$ cat config.mk
export PLATFORM = sky130hd
export DESIGN_NAME = adder_arbiter
export DESIGN_NICKNAME = d
export VERILOG_FILES = /design/src/rtl/adder_arbiter.sv
export SDC_FILE = /design/constraint.sdc
export NUM_CORES = 1
export LEC_CHECK = 0
export ABC_AREA = 0
export CAP_MARGIN = 20
export CORE_MARGIN = 5
export CORE_UTILIZATION = 45
export CTS_CLUSTER_SIZE = 10
export DETAILED_ROUTE_END_ITERATION = 10
export GPL_TIMING_DRIVEN = 0
export PLACE_DENSITY = 0.86
export REMOVE_ABC_BUFFERS = 1
export SETUP_SLACK_MARGIN = 0.3
export SYNTH_ARGS = -nofsm -noshare
export SYNTH_HDL_FRONTEND = slang
export SYNTH_SLANG_ARGS = --single-unit
$ cat constraint.sdc
create_clock -name clk -period 8.4 [get_ports clk]
set_input_delay 1.68 -clock clk [delete_from_list [all_inputs] [get_ports clk]]
set_output_delay 1.68 -clock clk [all_outputs]
set_load 0.01 [all_outputs]
$ cat src/rtl/adder_arbiter.sv
// rtl/adder_arbiter.sv - round-robin arbiter sharing one 8-bit adder among NREQ requesters
//
// Ports:
//   clk, rst            rising-edge clock, synchronous active-high reset
//   req_valid/req_ready per-requester operand handshake (req_ready one-hot or zero)
//   req_a, req_b        packed 8-bit operands, requester i at bits [8i+7:8i]
//   res_valid/res_ready result handshake toward the consumer
//   res_sum, res_id     9-bit sum (bit 8 = carry) and index of the producing requester
//   txn_count           accepted-request counter, wraps modulo 2^16

module adder_arbiter #(
  parameter int NREQ = 4,
  parameter int IDW  = 2
) (
  input  logic              clk,
  input  logic              rst,
  input  logic [NREQ-1:0]   req_valid,
  input  logic [8*NREQ-1:0] req_a,
  input  logic [8*NREQ-1:0] req_b,
  output logic [NREQ-1:0]   req_ready,
  output logic              res_valid,
  output logic [8:0]        res_sum,
  output logic [IDW-1:0]    res_id,
  input  logic              res_ready,
  output logic [15:0]       txn_count
);

  logic [IDW-1:0] ptr;
  logic [IDW-1:0] grant_idx;
  logic [IDW-1:0] ptr_next;
  logic           found;
  logic           can_accept;
  logic           xfer;
  logic [7:0]     op_a;
  logic [7:0]     op_b;

  // The output register can take a new result when it is empty or being
  // drained on this same edge.
  assign can_accept = !res_valid || res_ready;

  // Circular search starting at ptr; the first valid requester wins.
  always_comb begin
    int idx;
    idx       = 0;
    found     = 1'b0;
    grant_idx = '0;
    for (int k = 0; k < NREQ; k++) begin
      idx = int'(ptr) + k;
      if (idx >= NREQ) begin
        idx = idx - NREQ;
      end
      if (!found && req_valid[idx]) begin
        found     = 1'b1;
        grant_idx = IDW'(idx);
      end
    end
  end

  assign xfer = found && can_accept && !rst;

  always_comb begin
    req_ready = '0;
    if (xfer) begin
      req_ready[grant_idx] = 1'b1;
    end
  end

  assign op_a     = req_a[int'(grant_idx)*8 +: 8];
  assign op_b     = req_b[int'(grant_idx)*8 +: 8];
  assign ptr_next = (int'(grant_idx) == NREQ - 1) ? '0 : grant_idx + 1'b1;

  always_ff @(posedge clk) begin
    if (rst) begin
      res_valid <= 1'b0;
      res_sum   <= '0;
      res_id    <= '0;
      txn_count <= '0;
      ptr       <= '0;
    end else if (xfer) begin
      // A transfer overwrites the register, which also covers the
      // simultaneous drain-and-load case with res_valid staying high.
      res_sum   <= {1'b0, op_a} + {1'b0, op_b};
      res_id    <= grant_idx;
      res_valid <= 1'b1;
      ptr       <= ptr_next;
      txn_count <= txn_count + 16'd1;
    end else if (res_valid && res_ready) begin
      res_valid <= 1'b0;
    end
  end

endmodule
==> flow_metrics.env, run 1 <==
export IMPL_outcome="finished clean"
export IMPL_syn_to_final_growth_pct=49.5
export IMPL_cts_htree_levels=2
export IMPL_floorplan_initialDensity_pct=47.1
export IMPL_r2r_cells=12
export IMPL_design_power_total_w=0.000597
export IMPL_timing_setup_critical_path_class="primary input to output port"
export IMPL_post_synth_num_cell_types=47
export IMPL_crit_top_cell="sky130_fd_sc_hd__clkdlybuf4s50_1"
export IMPL_synthesis_area_per_instance_um2=9.16
export IMPL_insertedDiodeCount=0
export IMPL_startpoint="rst"
export IMPL_cpMaxStageDelayCell="sky130_fd_sc_hd__clkdlybuf4s50_1"
export IMPL_dp_hpwl_um=4510
export IMPL_min_delay_path_class="flop to flop"
export IMPL_postSynthRegisterBits=30
export IMPL_synth_enable_flop_cells=0
export IMPL_min_delay_path_depth=2
export IMPL_route_antenna_remaining_nets=0
export IMPL_antenna_found_initial=0
export IMPL_synth_async_reset_ratio_pct=0
export IMPL_drt_drc_violations_left=0
export IMPL_endpoint_type_of_the_worst_setup_path="output port"
export IMPL_synth_seq_area_share_pct=26.7
export IMPL_yosysTopAreaCellShare_pct=26.7
export IMPL_timing_worst_slew_pin_value_ns=1.04
export IMPL_whs_endpoint="res_sum[3]$_SDFFE_PP0P_"
export IMPL_drv_cap=0
export IMPL_tritoncts_num_sinks=30
export IMPL_num_nets_final=429
export IMPL_grtUsageTotal_pct=17.5
export IMPL_postCtsSetupBuffers=0
export IMPL_period_needed_ns=5.83
export IMPL_die_h_um=80.8
export IMPL_grt_pass1_wl_um=8980
export IMPL_crit_reg2reg_capture="res_sum[6]$_SDFFE_PP0P_"
export IMPL_maximum_buffer_depth_of_the_clock_tree=2
export IMPL_detail_route_iter0_violations=78
export IMPL_final_min_period_over_clock_period_pct=69.4
export IMPL_detailedRoute_firstPassIterationCount=4
export IMPL_setup_viol=0
export IMPL_placement_io_buffers=102
export IMPL_cp_cell_sequence="clkdlybuf4s50_1 -> nor3_2 -> buf_6 -> and2_1 -> clkdlybuf4s50_1"
export IMPL_worst_slew_margin_rel_pct=30.6
export IMPL_setup_tns_ns=0
export IMPL_routed_via_count=2160
export IMPL_die_area_mm2=0.00652
export IMPL_unrepaired_setup_endpoints_after_global_routing="false"
export IMPL_yosys_top_cells_area="sky130_fd_sc_hd__dfxtp_1 (27%), sky130_fd_sc_hd__mux2i_1 (22%), sky130_fd_sc_hd__ha_1 (7.2%)"
export IMPL_critical_path_max_stage_delay_ns=0.94
export IMPL_yosys_area_top_type="sky130_fd_sc_hd__dfxtp_1"
export IMPL_vias_per_cell=5.26
export IMPL_power_leakage_nw=1.34
export IMPL_wp_data_arrival_ns=4.15
export IMPL_wire_per_inst_um=13.4
export IMPL_drive_above_1_share_pct=6.40
export IMPL_synth_cell_area_mm2=0.00225
export IMPL_finalWeightedCongestion=0.809
export IMPL_power_density_mw_per_mm2=177
export IMPL_critPathTopFamily="buffers and inverters"
export IMPL_post_synth_inst_count=246
export IMPL_r2r_setup_slack_ns=5.08
export IMPL_drv_slew=0
export IMPL_ios=103
export IMPL_fp_rows=25
export IMPL_clock_root_buffer="sky130_fd_sc_hd__clkbuf_8"
export IMPL_post_cts_resize_count=0
export IMPL_cp_buffers_inverters=3
export IMPL_maximum_fanout_along_the_worst_path=26
export IMPL_synth_top_flop_cell="sky130_fd_sc_hd__dfxtp_1"
export IMPL_maximum_number_of_pins_on_one_net_before_global_route_repair=36
export IMPL_clock_pin_slew_of_the_registers_on_the_worst_case_setup_and_hold_paths_ns=0.06
export IMPL_timing_hold_worst_start="res_sum[3]$_SDFFE_PP0P_"
export IMPL_finalWirelength_um=5510
export IMPL_vdd_ir_drop_worst_v=0.0000986
export IMPL_synth_yosys_warnings=0
export IMPL_critPathRequiredTime_ns=6.72
export IMPL_layout_filler_cells=392
export IMPL_core_region_area_mm2=0.00479
export IMPL_die_x_um=80.8
export IMPL_hold_buffers=0
export IMPL_crit_reg2reg_launch="ptr[1]$_SDFFE_PP0P_"
export IMPL_timing_fmax_mhz=172
export IMPL_grt_pass1_vias=2065
export IMPL_critical_path_startpoint_type="primary input"
export IMPL_finClkSkew_ns=0.00226
export IMPL_tritoncts_num_buffers=5
export IMPL_tritoncts="yes"
export IMPL_globalRoute_totalOverflow=0
export IMPL_hold_violations_final=0
export IMPL_clkLatencyLatePin_ns=0.28
## metal layers
metal	GRT usage (%)	part of all wire (%)
met5	0	0
met2	32.3	50
met4	5.91	1.3
met1	17.8	39
met3	6.98	10
## cell type report
type                       count  area, um^2  share of cell area (%)
inverter                       8        30.0                   0.892
clock buffer                   7        76.3                    2.27
timing repair buffer         104        1060                    31.5
multi-input combinational    195        1520                    45.1
sequential                    30         601                    17.8
tap                           67        83.8                    2.49
## state kept, by name (all words and copies together), names as in the netlist
signal / count
res_id: 2
txn_count: 16
res_sum: 9
ptr: 2
res_valid: 1
## worst max path at each step
stage	end	cells after the start	slack, ns
4_1_cts	req_ready[3]	8	2.57
6_report	req_ready[3]	5	2.57
2_1_floorplan	req_ready[1]	6	3.03
3_3_place_gp	req_ready[3]	8	1.54
5_1_grt	req_ready[3]	8	2.42
3_5_place_dp	req_ready[3]	5	2.58
## worst min-delay path, delay by kind of cell (launching register included)
family / cells / cell delay [ns]
DFF: 1 / 0.31
and+or+nand+nor: 1 / 0.05
AOI/OAI and AO/OA: 1 / 0.05
## metrics by stage
step	cell area, um^2	utilization (%)	worst slack (ns)	cells	hold slack [ns]
after detailed placement	3290	68.8	2.58	404	0.448
after CTS	3370	70.4	2.57	411	0.455
after global placement	3250	67.9	1.54	402	0.438
after floorplan	2150	-	3.03	233	0.470
final	3370	70.4	2.57	411	0.451
after global routing	3370	70.4	2.42	411	0.475
## power breakdown
| group | internal (W) | switching (W) |
|---|---|---|
| logic | 0.000168 | 0.000147 |
| clock network | 0.0000568 | 0.0000494 |
| registers | 0.000162 | 0.0000135 |
## cells in the final DEF (no fill, tap or decap), types with 3 or more instances in the layout
cell type / instances
sky130_fd_sc_hd__o31ai_1: 3
sky130_fd_sc_hd__nand4_1: 8
sky130_fd_sc_hd__nand2_1: 12
sky130_fd_sc_hd__nand3_1: 12
sky130_fd_sc_hd__o21ai_1: 5
sky130_fd_sc_hd__a211oi_1: 4
sky130_fd_sc_hd__mux2i_1: 49
sky130_fd_sc_hd__clkdlybuf4s50_1: 102
sky130_fd_sc_hd__nor2_1: 23
sky130_fd_sc_hd__and2_1: 4
sky130_fd_sc_hd__xor2_1: 16
sky130_fd_sc_hd__a21oi_1: 7
sky130_fd_sc_hd__dfxtp_1: 30
sky130_fd_sc_hd__ha_1: 13
sky130_fd_sc_hd__o21ai_0: 4
sky130_fd_sc_hd__inv_2: 3
sky130_fd_sc_hd__inv_1: 5
sky130_fd_sc_hd__clkbuf_8: 5
## Yosys cell counts (4+ instances only)
cell type / count
sky130_fd_sc_hd__dfxtp_1: 30
sky130_fd_sc_hd__nand4_1: 8
sky130_fd_sc_hd__nor2_1: 24
sky130_fd_sc_hd__a211oi_1: 4
sky130_fd_sc_hd__and2_1: 4
sky130_fd_sc_hd__nand3_1: 12
sky130_fd_sc_hd__inv_1: 5
sky130_fd_sc_hd__o21ai_1: 5
sky130_fd_sc_hd__xor2_1: 16
sky130_fd_sc_hd__mux2i_1: 49
sky130_fd_sc_hd__o21ai_0: 4
sky130_fd_sc_hd__buf_6: 5
sky130_fd_sc_hd__buf_4: 5
sky130_fd_sc_hd__a21oi_1: 7
sky130_fd_sc_hd__ha_1: 13
sky130_fd_sc_hd__nand2_1: 12
## logic make-up (layout without fill, tap and decap cells)
kind of cell    Yosys count  in the layout  share of synthesized area, %
simple gates             77             77                          18.8
mux                      51             51                          22.8
compound gates           35             35                          10.6
flops                    30             30                          26.7
buf+inv                  21            119                          6.11
xor+xnor                 18             18                          7.00
fa+ha+maj                14             14                          8.11
No activity file was read; power rests on OpenSTA's default activity.
==> run 2, diff against run 1 <==
Settings changed: CORE_UTILIZATION 45 to 38, PLACE_DENSITY 0.86 to 0.77.
Clock period 8.4 ns to 5.3 ns, I/O delays scaled along.
==> run 2 against run 1 <==
  * Clock skew fell by 0.00073 ns
  * Worst setup slack got worse by 2.0 ns
  * Sequential power rose by 59%
  * Critical path depth did not move
  * Flip-flop and latch count did not move
  * Clock-buffer cell count fell by 1
  * Register-to-register slack got worse by 3.2 ns
  * Combinational power rose by 60%
  * Die area rose by 16%
  * Design area rose by 0.48%
  * Via count fell by 3.1%
  * Sequential share of layout area fell by 0.086 points
==> flow_metrics.env, run 2 (same netlist as run 1, synthesis figures left out) <==
export IMPL_outcome="finished clean"
export IMPL_dp_hpwl_um=4600
export IMPL_insertedDiodeCount=0
export IMPL_timing_worst_slew_pin_value_ns=1.08
export IMPL_min_delay_path_class="flop to flop"
export IMPL_pre_cts_ws_ns=0.524
export IMPL_maximum_fanout_along_the_worst_path=26
export IMPL_detailedRoute_firstPassIterationCount=4
export IMPL_finalWirelength_um=5690
export IMPL_gr_usage_met1_pct=16.7
export IMPL_power_leakage_nw=1.34
export IMPL_worst_slew_margin_rel_pct=27.8
export IMPL_syn_to_final_growth_pct=50.2
export IMPL_core_region_area_mm2=0.00585
export IMPL_critical_path_startpoint_type="primary input"
export IMPL_met2_usage_pct=27.4
export IMPL_antenna_found_initial=0
export IMPL_timing_fmax_mhz=210
export IMPL_hold_violations_final=0
export IMPL_die_h_um=87.0
export IMPL_die_area_mm2=0.00757
export IMPL_vias_per_cell=5.01
export IMPL_setup_viol=0
export IMPL_tritoncts="yes"
export IMPL_clock_pin_slew_of_the_registers_on_the_worst_case_setup_and_hold_paths_ns=0.06
export IMPL_fp_rows=28
export IMPL_grtUsageTotal_pct=15.4
export IMPL_maximum_number_of_pins_on_one_net_before_global_route_repair=36
export IMPL_tritoncts_num_buffers=5
export IMPL_layout_setup_ws_ns=0.530
export IMPL_routed_via_count=2093
export IMPL_cts_htree_levels=2
export IMPL_layout_commonest_cell="sky130_fd_sc_hd__clkdlybuf4s50_1"
export IMPL_endpoint_type_of_the_worst_setup_path="output port"
export IMPL_critPathRequiredTime_ns=4.24
export IMPL_clkLatencyLatePin_ns=0.27
export IMPL_globalRoute_totalOverflow=0
export IMPL_route_antenna_remaining_nets=0
export IMPL_period_needed_ns=4.77
export IMPL_grt_util_met3_pct=6.53
export IMPL_timing_setup_critical_path_class="primary input to output port"
export IMPL_postCtsSetupBuffers=0
export IMPL_finalWeightedCongestion=0.749
export IMPL_floorplan_initialDensity_pct=38.5
export IMPL_placement_io_buffers=102
export IMPL_wp_data_arrival_ns=3.71
export IMPL_drive_above_1_share_pct=6.71
export IMPL_max_flop_register="txn_count"
export IMPL_ios=103
export IMPL_flip_flop_count_of_the_largest_register_after_layout=16
export IMPL_globalRoute_busiestLayer="met2"
export IMPL_drv_slew=0
export IMPL_drv_cap=0
export IMPL_detail_route_iter0_violations=73
export IMPL_vdd_ir_drop_worst_v=0.000150
export IMPL_power_density_mw_per_mm2=283
export IMPL_timing_hold_ws_ns=0.451
export IMPL_grt_pass1_wl_um=9430
export IMPL_final_min_period_over_clock_period_pct=90.0
export IMPL_layout_filler_cells=536
export IMPL_setup_tns_ns=0
export IMPL_hold_buffers=0
export IMPL_die_x_um=87.0
export IMPL_final_cell_count_no_fill=418
export IMPL_unrepaired_setup_endpoints_after_global_routing="false"
export IMPL_reg_largest_list="txn_count: 16 flops, res_sum: 9 flops"
export IMPL_finClkSkew_ns=0.00153
export IMPL_clock_root_buffer="sky130_fd_sc_hd__clkbuf_8"
export IMPL_tritoncts_num_sinks=30
export IMPL_wire_per_inst_um=13.6
export IMPL_maximum_buffer_depth_of_the_clock_tree=2
export IMPL_drt_drc_violations_left=0
export IMPL_numPlacedInstances=412
export IMPL_num_nets_final=429
export IMPL_grt_pass1_vias=2155
export IMPL_most_common_layout_cells="sky130_fd_sc_hd__clkdlybuf4s50_1 (102), sky130_fd_sc_hd__mux2i_1 (49), sky130_fd_sc_hd__dfxtp_1 (30)"
export IMPL_post_cts_resize_count=0
## run 2: changes by cell type in the layout (fill, tap and decap cells not counted), sizes merged
| cell | previous run | this run |
|---|---|---|
| clkbuf | 7 | 6 |
## run 2: layout make-up
cell class	instances	area [um^2]	share of cell area [%]
Clock buffer	6	82.6	2.44
Inverter	8	30.0	0.887
Multi-Input combinational cell	195	1520	44.8
Sequential cell	30	601	17.7
Tap cell	75	93.8	2.77
Timing Repair Buffer	104	1060	31.3
## run 2: metal layers
| layer | routed length [um] | vias up |
|---|---|---|
| met2 | 2760 | 78 |
| met3 | 707 | 4 |
| met4 | 27 | 0 |
| met5 | 0 | - |
| met1 | 2190 | 938 |
| li1 | - | 1073 |
## run 2: path summary, 6_finish.rpt
path / start / endpoint / slack, ns / cells after the start
max: rst / req_ready[3] / 0.53 / 5
min: res_sum[2]$_SDFFE_PP0P_ / res_sum[2]$_SDFFE_PP0P_ / 0.45 / 2
max reg2reg: ptr[1]$_SDFFE_PP0P_ / res_sum[6]$_SDFFE_PP0P_ / 1.91 / 12
min reg2reg: res_sum[2]$_SDFFE_PP0P_ / res_sum[2]$_SDFFE_PP0P_ / 0.45 / 2
## run 2: through the flow
stage | util (%) | area, um^2 | power [W]
global placement | 55.7 | 3260 | 0.000769
floorplan | - | 2150 | 0.000595
detailed placement | 56.4 | 3300 | 0.000790
finish | 57.8 | 3380 | 0.000959
CTS | 57.8 | 3380 | 0.000971
global route | 57.8 | 3380 | 0.00104
## run 2: power breakdown
group | switching [W] | internal, W | leakage (nW)
Combinational | 0.000236 | 0.000267 | 1.05
Clock | 0.0000764 | 0.0000998 | 0.0431
Sequential | 0.0000222 | 0.000257 | 0.246
Total | 0.000335 | 0.000624 | 1.34
## run 2: critical path, stage by stage
cell                              delay (ns)
sky130_fd_sc_hd__clkdlybuf4s50_1        0.97
sky130_fd_sc_hd__nor3_2                 0.72
sky130_fd_sc_hd__buf_6                  0.24
sky130_fd_sc_hd__and2_1                 0.17
sky130_fd_sc_hd__clkdlybuf4s50_1        0.54
==> run 3, diff against run 2 <==
Settings changed: REMOVE_ABC_BUFFERS 1 to default, TNS_END_PERCENT from default to 5.
==> run 3 against run 2 <==
  * Via count grew 4.7%
  * First-iteration DRC count up 16%
  * Design area up 1.7%
  * Worst setup slack gained 0.47 ns
  * Final cell count grew 2.4%
  * Sequential power about the same
  * Die area unchanged
  * Power is 2.1% higher
  * Global-route usage grew 0.64 points
  * Highest routed layer unchanged
  * Largest power group unchanged
  * Critical endpoint is now req_ready[2]
  * Critical path type unchanged
==> flow_metrics.env, run 3 (same netlist as run 1, synthesis figures left out) <==
export IMPL_ios=103
export IMPL_tritoncts_num_sinks=30
export IMPL_endpoint_type_of_the_worst_setup_path="output port"
export IMPL_setup_tns_ns=0
export IMPL_clock_root_buffer="sky130_fd_sc_hd__clkbuf_8"
export IMPL_clock_pin_slew_of_the_registers_on_the_worst_case_setup_and_hold_paths_ns=0.06
export IMPL_die_x_um=87.0
export IMPL_period_needed_ns=4.30
export IMPL_cts_htree_levels=2
export IMPL_critical_path_max_stage_delay_ns=0.53
export IMPL_drt_drc_violations_left=0
export IMPL_grt_pass1_wl_um=9660
export IMPL_fp_rows=28
export IMPL_numPlacedInstances=422
export IMPL_pre_cts_ws_ns=0.986
export IMPL_finClkSkew_ns=0.00528
export IMPL_routed_via_count=2192
export IMPL_final_cell_count_no_fill=428
export IMPL_unrepaired_setup_endpoints_after_global_routing="false"
export IMPL_grtUsageTotal_pct=16.0
export IMPL_wp_data_arrival_ns=3.24
export IMPL_worst_slew_margin_rel_pct=71.7
export IMPL_power_leakage_nw=1.38
export IMPL_layout_setup_ws_ns=0.998
export IMPL_timing_setup_critical_path_class="primary input to output port"
export IMPL_maximum_buffer_depth_of_the_clock_tree=2
export IMPL_drive_above_1_share_pct=9.07
export IMPL_timing_fmax_mhz=232
export IMPL_critPathRequiredTime_ns=4.24
export IMPL_vdd_ir_drop_worst_v=0.000148
export IMPL_floorplan_initialDensity_pct=38.5
export IMPL_drv_cap=0
export IMPL_maximum_number_of_pins_on_one_net_before_global_route_repair=12
export IMPL_min_delay_path_class="flop to flop"
export IMPL_globalRoute_totalOverflow=0
export IMPL_tritoncts_num_buffers=5
export IMPL_cpMaxStageDelayCell="sky130_fd_sc_hd__clkdlybuf4s50_1"
export IMPL_drv_slew=0
export IMPL_detail_route_iter0_violations=85
export IMPL_most_common_layout_cells="sky130_fd_sc_hd__clkdlybuf4s50_1 (101), sky130_fd_sc_hd__mux2i_1 (49), sky130_fd_sc_hd__dfxtp_1 (30)"
export IMPL_post_cts_resize_count=0
export IMPL_detailedRoute_firstPassIterationCount=4
export IMPL_finalWirelength_um=6010
export IMPL_dp_hpwl_um=5030
export IMPL_hold_violations_final=0
export IMPL_syn_to_final_growth_pct=52.7
export IMPL_timing_worst_slew_pin_value_ns=0.422
export IMPL_final_min_period_over_clock_period_pct=81.2
export IMPL_hold_buffers=0
export IMPL_critical_path_startpoint_type="primary input"
export IMPL_core_region_area_mm2=0.00585
export IMPL_max_flop_register="txn_count"
export IMPL_wire_per_inst_um=14.0
export IMPL_cp_cell_sequence="clkdlybuf4s50_1 -> nor4_2 -> nor2_1 -> buf_4 -> inv_2 -> ha_1 -> and2_1 -> clkdlybuf4s50_1"
export IMPL_die_h_um=87.0
export IMPL_reg_largest_list="txn_count: 16 flops, res_sum: 9 flops"
export IMPL_num_nets_final=439
export IMPL_grt_pass1_vias=2174
export IMPL_die_area_mm2=0.00757
export IMPL_layout_commonest_cell="sky130_fd_sc_hd__clkdlybuf4s50_1"
export IMPL_tritoncts="yes"
export IMPL_vias_per_cell=5.12
export IMPL_insertedDiodeCount=0
export IMPL_placement_io_buffers=101
export IMPL_maximum_fanout_along_the_worst_path=11
export IMPL_clkLatencyLatePin_ns=0.27
export IMPL_flip_flop_count_of_the_largest_register_after_layout=16
export IMPL_setup_viol=0
export IMPL_power_density_mw_per_mm2=285
export IMPL_antenna_found_initial=0
export IMPL_finalWeightedCongestion=0.835
export IMPL_fin_util_pct=58.8
export IMPL_crit_top_cell="sky130_fd_sc_hd__clkdlybuf4s50_1"
export IMPL_postCtsSetupBuffers=0
export IMPL_route_antenna_remaining_nets=0
export IMPL_timing_hold_ws_ns=0.459
export IMPL_syn_nets=331
export IMPL_outcome="finished clean"
## run 3: cell types whose count changed in the layout (fill, tap and decap cells not counted), sizes merged
cell | before | now
buf | 2 | 12
clkdlybuf4s50 | 102 | 101
clkbuf | 6 | 7
## run 3: per-stage QoR
| step | instance area, um^2 | total power [W] |
|---|---|---|
| after CTS | 3440 | 0.000986 |
| after floorplan | 2250 | 0.000618 |
| after global routing | 3440 | 0.00105 |
| final | 3440 | 0.000979 |
| after detailed placement | 3360 | 0.000807 |
| after global placement | 3360 | 0.000797 |
## run 3: critical path: cells and delay by family
kind	cells	cell delay, ns
buffers and inverters	4	1.33
adders and majority gates	1	0.12
and+or+nand+nor	3	0.72
## run 3: power by group
group	internal [W]	switching, W
Sequential	0.000257	0.0000209
Clock	0.0000998	0.0000767
Combinational	0.000277	0.000247
## run 3: worst paths after layout
check	endpoint	start	cells after the start	slack (ns)
setup / recovery	req_ready[2]	req_valid[0]	8	1.0
hold / removal	res_sum[3]$_SDFFE_PP0P_	res_sum[3]$_SDFFE_PP0P_	2	0.46
setup reg to reg	res_sum[8]$_SDFFE_PP0P_	ptr[1]$_SDFFE_PP0P_	14	2.32
hold reg to reg	res_sum[3]$_SDFFE_PP0P_	res_sum[3]$_SDFFE_PP0P_	2	0.46
## run 3: cell type report
class	instances	area, um^2
inverter	8	30.0
sequential	30	601
clock buffer	6	82.6
multi-input combinational	195	1520
tap	75	93.8
buffer	13	108
fill	518	2410
timing repair buffer	101	1010
## run 3: metal layers
layer  up-vias  track usage [%]  part of all wire (%)
met5         -                0                     0
met4         0             5.10                   1.2
met3         7             5.58                    10
met2        81             28.6                    50
met1      1010             17.6                    39
li1       1094                -                     -
